==> src/rtl/ex_ctrl_skid_register.sv <==
// Two-entry skid buffer carrying the EX control bundle (ALUSrc, ALUOp, RegDst) across ID/EX.
// Optional saturating stall counter is enabled by defining EX_SKID_STALL_CNT_EN.
module ex_ctrl_skid_register #(
  parameter int ALUOP_W = 4,
  parameter int CNT_W   = 16
) (
  input  logic               Clk,
  input  logic               Rst,
  input  logic               in_Valid,
  output logic               in_Ready,
  input  logic               in_ALUSrc,
  input  logic [ALUOP_W-1:0] in_ALUOp,
  input  logic               in_RegDst,
  input  logic               Flush,
  output logic               out_Valid,
  input  logic               out_Ready,
  output logic               out_ALUSrc,
  output logic [ALUOP_W-1:0] out_ALUOp,
  output logic               out_RegDst
`ifdef EX_SKID_STALL_CNT_EN
  ,
  output logic [CNT_W-1:0]   stall_cnt
`endif
);

  localparam int PW = ALUOP_W + 2;

  // A counter narrower than two bits cannot hold the increment constant below.
  if (CNT_W < 2) begin : g_cnt_w_too_small
  end

  logic          m_valid_r;
  logic          s_valid_r;
  logic [PW-1:0] m_bundle_r;
  logic [PW-1:0] s_bundle_r;
  logic [PW-1:0] in_bundle_s;
  logic          accept_s;
  logic          drain_s;

  assign in_bundle_s = {in_ALUSrc, in_ALUOp, in_RegDst};
  assign accept_s    = in_Valid & ~s_valid_r;
  assign drain_s     = m_valid_r & out_Ready;

  // Both handshake outputs come straight from flops, so out_Ready never reaches in_Ready.
  assign in_Ready  = ~s_valid_r;
  assign out_Valid = m_valid_r;
  assign {out_ALUSrc, out_ALUOp, out_RegDst} = m_bundle_r;

  // Slot state: reset beats flush beats normal handshaking.
  always_ff @(posedge Clk) begin
    if (!Rst) begin
      m_valid_r  <= 1'b0;
      s_valid_r  <= 1'b0;
      m_bundle_r <= {PW{1'b0}};
      s_bundle_r <= {PW{1'b0}};
    end else if (Flush) begin
      m_valid_r <= 1'b0;
      s_valid_r <= 1'b0;
    end else if (!m_valid_r || drain_s) begin
      // Main is free this edge; the skid entry is older than anything arriving now.
      if (s_valid_r) begin
        m_bundle_r <= s_bundle_r;
        m_valid_r  <= 1'b1;
        s_valid_r  <= 1'b0;
      end else if (accept_s) begin
        m_bundle_r <= in_bundle_s;
        m_valid_r  <= 1'b1;
      end else begin
        m_valid_r <= 1'b0;
      end
    end else if (accept_s) begin
      s_bundle_r <= in_bundle_s;
      s_valid_r  <= 1'b1;
    end else begin
      s_valid_r <= s_valid_r;
    end
  end

`ifdef EX_SKID_STALL_CNT_EN
  logic [CNT_W-1:0] stall_cnt_r;

  assign stall_cnt = stall_cnt_r;

  // Counts stalled-output cycles, saturating; only reset clears it, flush leaves it alone.
  always_ff @(posedge Clk) begin
    if (!Rst) begin
      stall_cnt_r <= {CNT_W{1'b0}};
    end else if (m_valid_r && !out_Ready && (stall_cnt_r != {CNT_W{1'b1}})) begin
      stall_cnt_r <= stall_cnt_r + {{(CNT_W-1){1'b0}}, 1'b1};
    end else begin
      stall_cnt_r <= stall_cnt_r;
    end
  end
`endif

endmodule

==> config.mk <==
export PLATFORM = sky130hd
export DESIGN_NAME = ex_ctrl_skid_register
export DESIGN_NICKNAME = d
export VERILOG_FILES = /design/src/rtl/ex_ctrl_skid_register.sv
export SDC_FILE = /design/constraint.sdc
export NUM_CORES = 1
export LEC_CHECK = 0
export CAP_MARGIN = 10
export CORE_ASPECT_RATIO = 0.75
export CORE_MARGIN = 5
export CORE_UTILIZATION = 30
export DETAILED_ROUTE_END_ITERATION = 7
export HOLD_SLACK_MARGIN = 0.06
export PLACE_DENSITY = 0.63
export SETUP_SLACK_MARGIN = 0.2
export SLEW_MARGIN = 15
export SYNTH_ARGS = -nofsm -noshare
export SYNTH_HDL_FRONTEND = slang
export SYNTH_SLANG_ARGS = --single-unit
==> constraint.sdc <==
create_clock -name Clk -period 1.5 [get_ports Clk]
set_clock_uncertainty 0.2 [all_clocks]
set_input_delay 0.45 -clock Clk [delete_from_list [all_inputs] [get_ports Clk]]
set_output_delay 0.45 -clock Clk [all_outputs]
set_load 0.02 [all_outputs]
==> results.cfg, run 1 <==
[worst_hold_path]
min_delay_path_depth = 2
hold_start = s_bundle_r[1]
hp-class = reg -> reg
hold_end = s_bundle_r[1]

[drt]
wl_per_cell_um = 12.1
ant_nets = 0
wirelength_mm = 1.46
via_count = 561
drtIter0Drc = 11
drc_errors = 0
dr.pass1.iters = 4
vias_per_cell = 4.68

[floorplanning]
dieArea_um2 = 3270
core-area_um2 = 2070
rows = 14
initial_core_util_pct = 32.1
ios = 19
die_w_um = 64.3
die_y_um = 50.8

[clock_tree]
h-tree-depth = 1
clockRootBuffer = clkbuf_4
cts_made_buffers = 3
clock_path_buffers = 2
cts.sinks = 14
clkTransAtPathRegs_ns = 0.08
cts_hold_buf = 0
cts_tree = built
clk-insertion-delay-late_ns = 0.28

[synthesis]
netlist_area_um2 = 664
synth_top_area_share_pct = 42.2
postSynthAreaPerCell_um2 = 9.63
synth_cells = 69
ys_seq_area_share_pct = 42.2
ys_seq_elements = 14
yosys.area.top_type = dfxtp_1
syn_nets = 80
ys_warn_count = 0
yosysUniqueCellTypes = 14
synthTopCellsByArea = dfxtp_1 42%, mux2i_1 18%, nand2_1 14%, mux2_2 10%, nor4b_4 3.6%

[power_and_ir_drop]
p_per_area_nw_per_um2 = 745
finalPower_mw = 0.738
ir_worst_vdd_v = 0.000420
p_leak_nw = 0.426

[global_route]
grt_usage_pct = 9.40
grt_max_degree = 17
grt_pass1_wl_mm = 2.27
antenna_found_initial = 0
grt_pass1_vias = 500
grt-ovfl-total = 0

[sta]
setup_viol = 0
worst_slack_ns = 0.0600
drv_slew = 0
worst_pin_slew_ns = 0.201
grt_setup_unrepaired = true
slew_headroom_pct = 86.6
post-route-period-util_pct = 96.0
max_freq_mhz = 694
period_needed_ns = 1.44
hold_violations = 0

[critical_path]
arrival_ns = 0.79
worstSetupEndpointType = primary output
path_class = reg -> out
crit_fanout = 2
timing.rr.start = out_Valid
reg2regPathDepth = 6
reg2reg_setup_slack_ns = 0.06
cp-start-kind = flop
required_ns = 0.85
r2r-end = s_bundle_r[3]
crit_start = s_valid_r

[finish]
drive_gt1_share_pct = 42.7
antenna_cells = 0
final_nets = 109
fin_cells = 120
final_util_pct = 47.9
syn2layout_area_growth_pct = 49.2
finish.instance_area_um2 = 991

[job]
cap_viol_max_count = 0

[run_status]
status = finished clean

[placed_design]
placed_area_um2 = 886
hpwlAfterDp_mm = 1.01
dp.cells = 112
gp_congestion = 0.695
io_buffers = 18
dp_slack_ns = -0.532
[through the flow]
step / setup TNS (ns) / hold WS [ns]
global route: -0.0266 / 0.290
detailed placement: -6.96 / 0.253
CTS: -0.0445 / 0.265
global placement: -6.78 / 0.239
finish: 0 / 0.259
floorplan: -0.0462 / 0.231
[cell usage after synthesis]
| master | number |
|---|---|
| mux2_2 | 6 |
| buf_6 | 2 |
| mux2i_1 | 12 |
| nor3_1 | 1 |
| nand2_1 | 24 |
| nand2b_4 | 1 |
| clkbuf_1 | 3 |
| nand2b_1 | 1 |
| inv_1 | 1 |
| nor2_2 | 1 |
| nor4b_4 | 1 |
| a21oi_1 | 1 |
| dfxtp_1 | 14 |
| or3b_1 | 1 |
[worst max-delay path by stage]
stage / endpoint / cells after the start
4_1_cts: s_bundle_r[3] / 6
6_report: in_Ready / 2
5_1_grt: s_bundle_r[3] / 6
3_5_place_dp: m_bundle_r[3] / 4
3_3_place_gp: m_bundle_r[4] / 4
2_1_floorplan: s_bundle_r[0] / 3
[flip-flops by register name, summed over array words and instances (netlist names)]
signal and cells:
s_bundle_r 6, out_Valid 1, m_bundle_r 6, s_valid_r 1
[routing by layer]
metal / vias up / track usage (%) / share of wire, %
li1: 282 / - / -
met1: 253 / 11.5 / 46
met2: 22 / 13.5 / 45
met3: 4 / 4.46 / 6.7
met4: 0 / 5.26 / 2.1
met5: - / 0 / 0
[area by class of cell]
cell class                      count  area, um2
Clock buffer                        3       22.5
Fill cell                         217       1080
Inverter                            1       3.75
Multi-Input combinational cell     49        354
Sequential cell                    14        290
Tap cell                           24       30.0
Timing Repair Buffer               29        290
[timing repair]
action	CTS	global route
resized for setup	67	1
endpoints found under the setup margin	21	21
pin swaps	3	2
setup buffers	4	1
endpoints found under the hold margin	0	0
[critical path, stage by stage (launching register included)]
cell,delay (ns)
dfxtp_2,0.36
inv_2,0.04
buf_6,0.12
[cells by family after synthesis]
logic type      Yosys count  share of synthesized area [%]
buf+inv                   6                           5.65
simple gates             30                           23.2
compound gates            1                          0.753
mux                      18                           28.2
flops                    14                           42.2
[placed cells by master (no fill, tap or decap), types with 2 or more instances in the layout]
master,netlist,final
buf_4,0,5
buf_6,2,12
clkbuf_4,0,3
clkdlybuf4s50_1,0,7
dfxtp_1,14,6
dfxtp_2,0,8
dlygate4sd2_1,0,2
mux2_2,6,6
mux2i_1,12,12
nand2_1,24,24
[report_power, final]
group / leakage [nW] / switching, mW / total (mW) / internal, mW
sequential: 0.117 / 0.00762 / 0.392 / 0.384
clock: 0.0138 / 0.121 / 0.214 / 0.0933
combinational: 0.295 / 0.0546 / 0.132 / 0.0770
Power figures use the tool's default switching activity.
==> run 2: changes to the inputs <==
--- a/config.mk
+++ b/config.mk
@@ -6,12 +6,12 @@
 export NUM_CORES = 1
 export LEC_CHECK = 0
 export CAP_MARGIN = 10
-export CORE_ASPECT_RATIO = 0.75
 export CORE_MARGIN = 5
-export CORE_UTILIZATION = 30
+export CORE_UTILIZATION = 40
 export DETAILED_ROUTE_END_ITERATION = 7
 export HOLD_SLACK_MARGIN = 0.06
-export PLACE_DENSITY = 0.63
+export PLACE_DENSITY = 0.78
+export RECOVER_POWER = 25
 export SETUP_SLACK_MARGIN = 0.2
 export SLEW_MARGIN = 15
 export SYNTH_ARGS = -nofsm -noshare
==> run 2 against run 1 <==
  * Core utilization rose by 17 points
  * Critical path type is now in -> reg
  * Total power up 7.6%
  * Largest power group unchanged
  * Routed wire length fell by 5.3%
  * Worst hold slack better by 0.0041 ns
  * Critical path depth up 3
  * Highest routed layer unchanged
  * Cell area increased by 0.88%
  * Largest cell class unchanged
==> results.cfg, run 2 (synthesized netlist as in run 1, its figures left out) <==
[sta]
slew_headroom_pct = 82.2
period_needed_ns = 1.44
drv_slew = 0
max_freq_mhz = 693
whs_ns = 0.263
setup_tns_ns = 0
worst_pin_slew_ns = 0.267
setup_viol = 0
grt_setup_unrepaired = true
post-route-period-util_pct = 96.3
hold_violations = 0

[placed_design]
hpwlAfterDp_um = 996
gp_congestion = 0.689
placed_area_um2 = 891
dp.cells = 106
io_buffers = 18

[clock_tree]
clk-insertion-delay-late_ns = 0.28
cts_tree = built
clkTransAtPathRegs_ns = 0.09
clock_path_buffers = 2
h-tree-depth = 1
cts_made_buffers = 3
clockRootBuffer = clkbuf_4
cts.sinks = 14

[critical_path]
required_ns = 1.51
crit_slowest_cell = dlygate4sd2_1
path_cells = dlygate4sd2_1 > buf_4 > nor4b_4 > buf_6 > mux2i_1
timing.rr.start = out_Valid
crit_fanout = 6
worstSetupEndpoint = s_bundle_r[4]
reg2regPathDepth = 6
r2r-end = s_bundle_r[4]
reg2reg_setup_slack_ns = 0.08
crit_start = Flush
cp-start-kind = input port
path_class = in -> reg
arrival_ns = 1.45
crit_path_max_incr_delay_ns = 0.25
worstSetupEndpointType = flop

[global_route]
antenna_found_initial = 0
grt_usage_pct = 12.1
grt_pass1_vias = 583
grt-ovfl-total = 0
grt_pass1_wl_mm = 2.42
grt_max_degree = 15

[drt]
ant_nets = 0
dr.pass1.iters = 4
via_count = 569
wirelength_mm = 1.38
drc_errors = 0
wl_per_cell_um = 11.9
vias_per_cell = 4.91
drtIter0Drc = 5

[power_and_ir_drop]
ir_worst_vdd_v = 0.000466
p_leak_nw = 0.442
p_per_area_nw_per_um2 = 794

[run_status]
status = finished clean

[floorplanning]
die_y_um = 50.8
ios = 19
dieArea_um2 = 2580
core-area_um2 = 1540
initial_core_util_pct = 43.1
die_w_um = 50.8
rows = 14

[finish]
finish.instance_area_um2 = 1000
syn2layout_area_growth_pct = 50.5
final_cell_mix = 24 x nand2_1, 12 x mux2i_1, 12 x buf_6
top_regs = m_bundle_r: 6 flops, s_bundle_r: 6 flops
final_nets = 112
antenna_cells = 0
drive_gt1_share_pct = 42.0
fin_cells = 116
final_util_pct = 64.9
fill_cells = 144
final_common_cell = nand2_1

[worst_hold_path]
hp-class = reg -> reg

[job]
cap_viol_max_count = 0
[run 2: worst min path at each step]
stage          cells after the start           from  slack [ns]       endpoint
3_3_place_gp                       2  s_bundle_r[3]        0.24  s_bundle_r[3]
5_1_grt                            2  s_bundle_r[1]        0.29  s_bundle_r[1]
3_5_place_dp                       2  s_bundle_r[1]        0.25  s_bundle_r[1]
2_1_floorplan                      2  s_bundle_r[0]        0.23  s_bundle_r[0]
4_1_cts                            2  s_bundle_r[3]        0.26  s_bundle_r[3]
6_report                           2  s_bundle_r[3]        0.26  s_bundle_r[3]
[run 2: worst max-delay path: cells and delay by family]
family | cells | cell delay (ns)
buf+inv | 3 | 0.56
simple gates | 1 | 0.25
mux | 1 | 0.18
[run 2: cell type report]
type / instances / area, um2 / area share [%]
Timing Repair Buffer: 32 / 298 / 29.8
Multi-Input combinational cell: 49 / 354 / 35.4
Sequential cell: 14 / 288 / 28.8
Inverter: 1 / 3.75 / 0.375
Clock buffer: 4 / 36.3 / 3.63
Tap cell: 16 / 20.0 / 2.00
[run 2: power by group]
part           total [mW]  leakage [nW]  internal (mW)  switching [mW]
Clock               0.269        0.0210          0.147           0.121
Sequential          0.391         0.116          0.384         0.00723
Combinational       0.134         0.305         0.0778          0.0565
[run 2: layer usage]
| metal | track usage (%) | part of all wire (%) | vias up |
|---|---|---|---|
| li1 | - | - | 286 |
| met1 | 13.3 | 43 | 264 |
| met2 | 19.6 | 49 | 15 |
| met3 | 3.55 | 6.4 | 4 |
| met4 | 8.09 | 2.2 | 0 |
| met5 | 0 | 0 | - |
[run 2: through the flow]
stage / power (mW) / setup slack, ns
finish: 0.794 / 0.0560
detailed placement: 0.523 / -0.515
global route: 0.842 / -0.0207
global placement: 0.520 / -0.524
CTS: 0.800 / 0.0204
floorplan: 0.460 / -0.00771
[run 2: repair_timing]
action                                 in CTS  in global routing
resized for setup                          64                  4
cloned                                      1                  0
endpoints found under the hold margin       0                  0
pin swaps                                   3                  2
setup endpoints to repair                  22                 20
buffers inserted                            3                  2
hold buffers                                0                  0
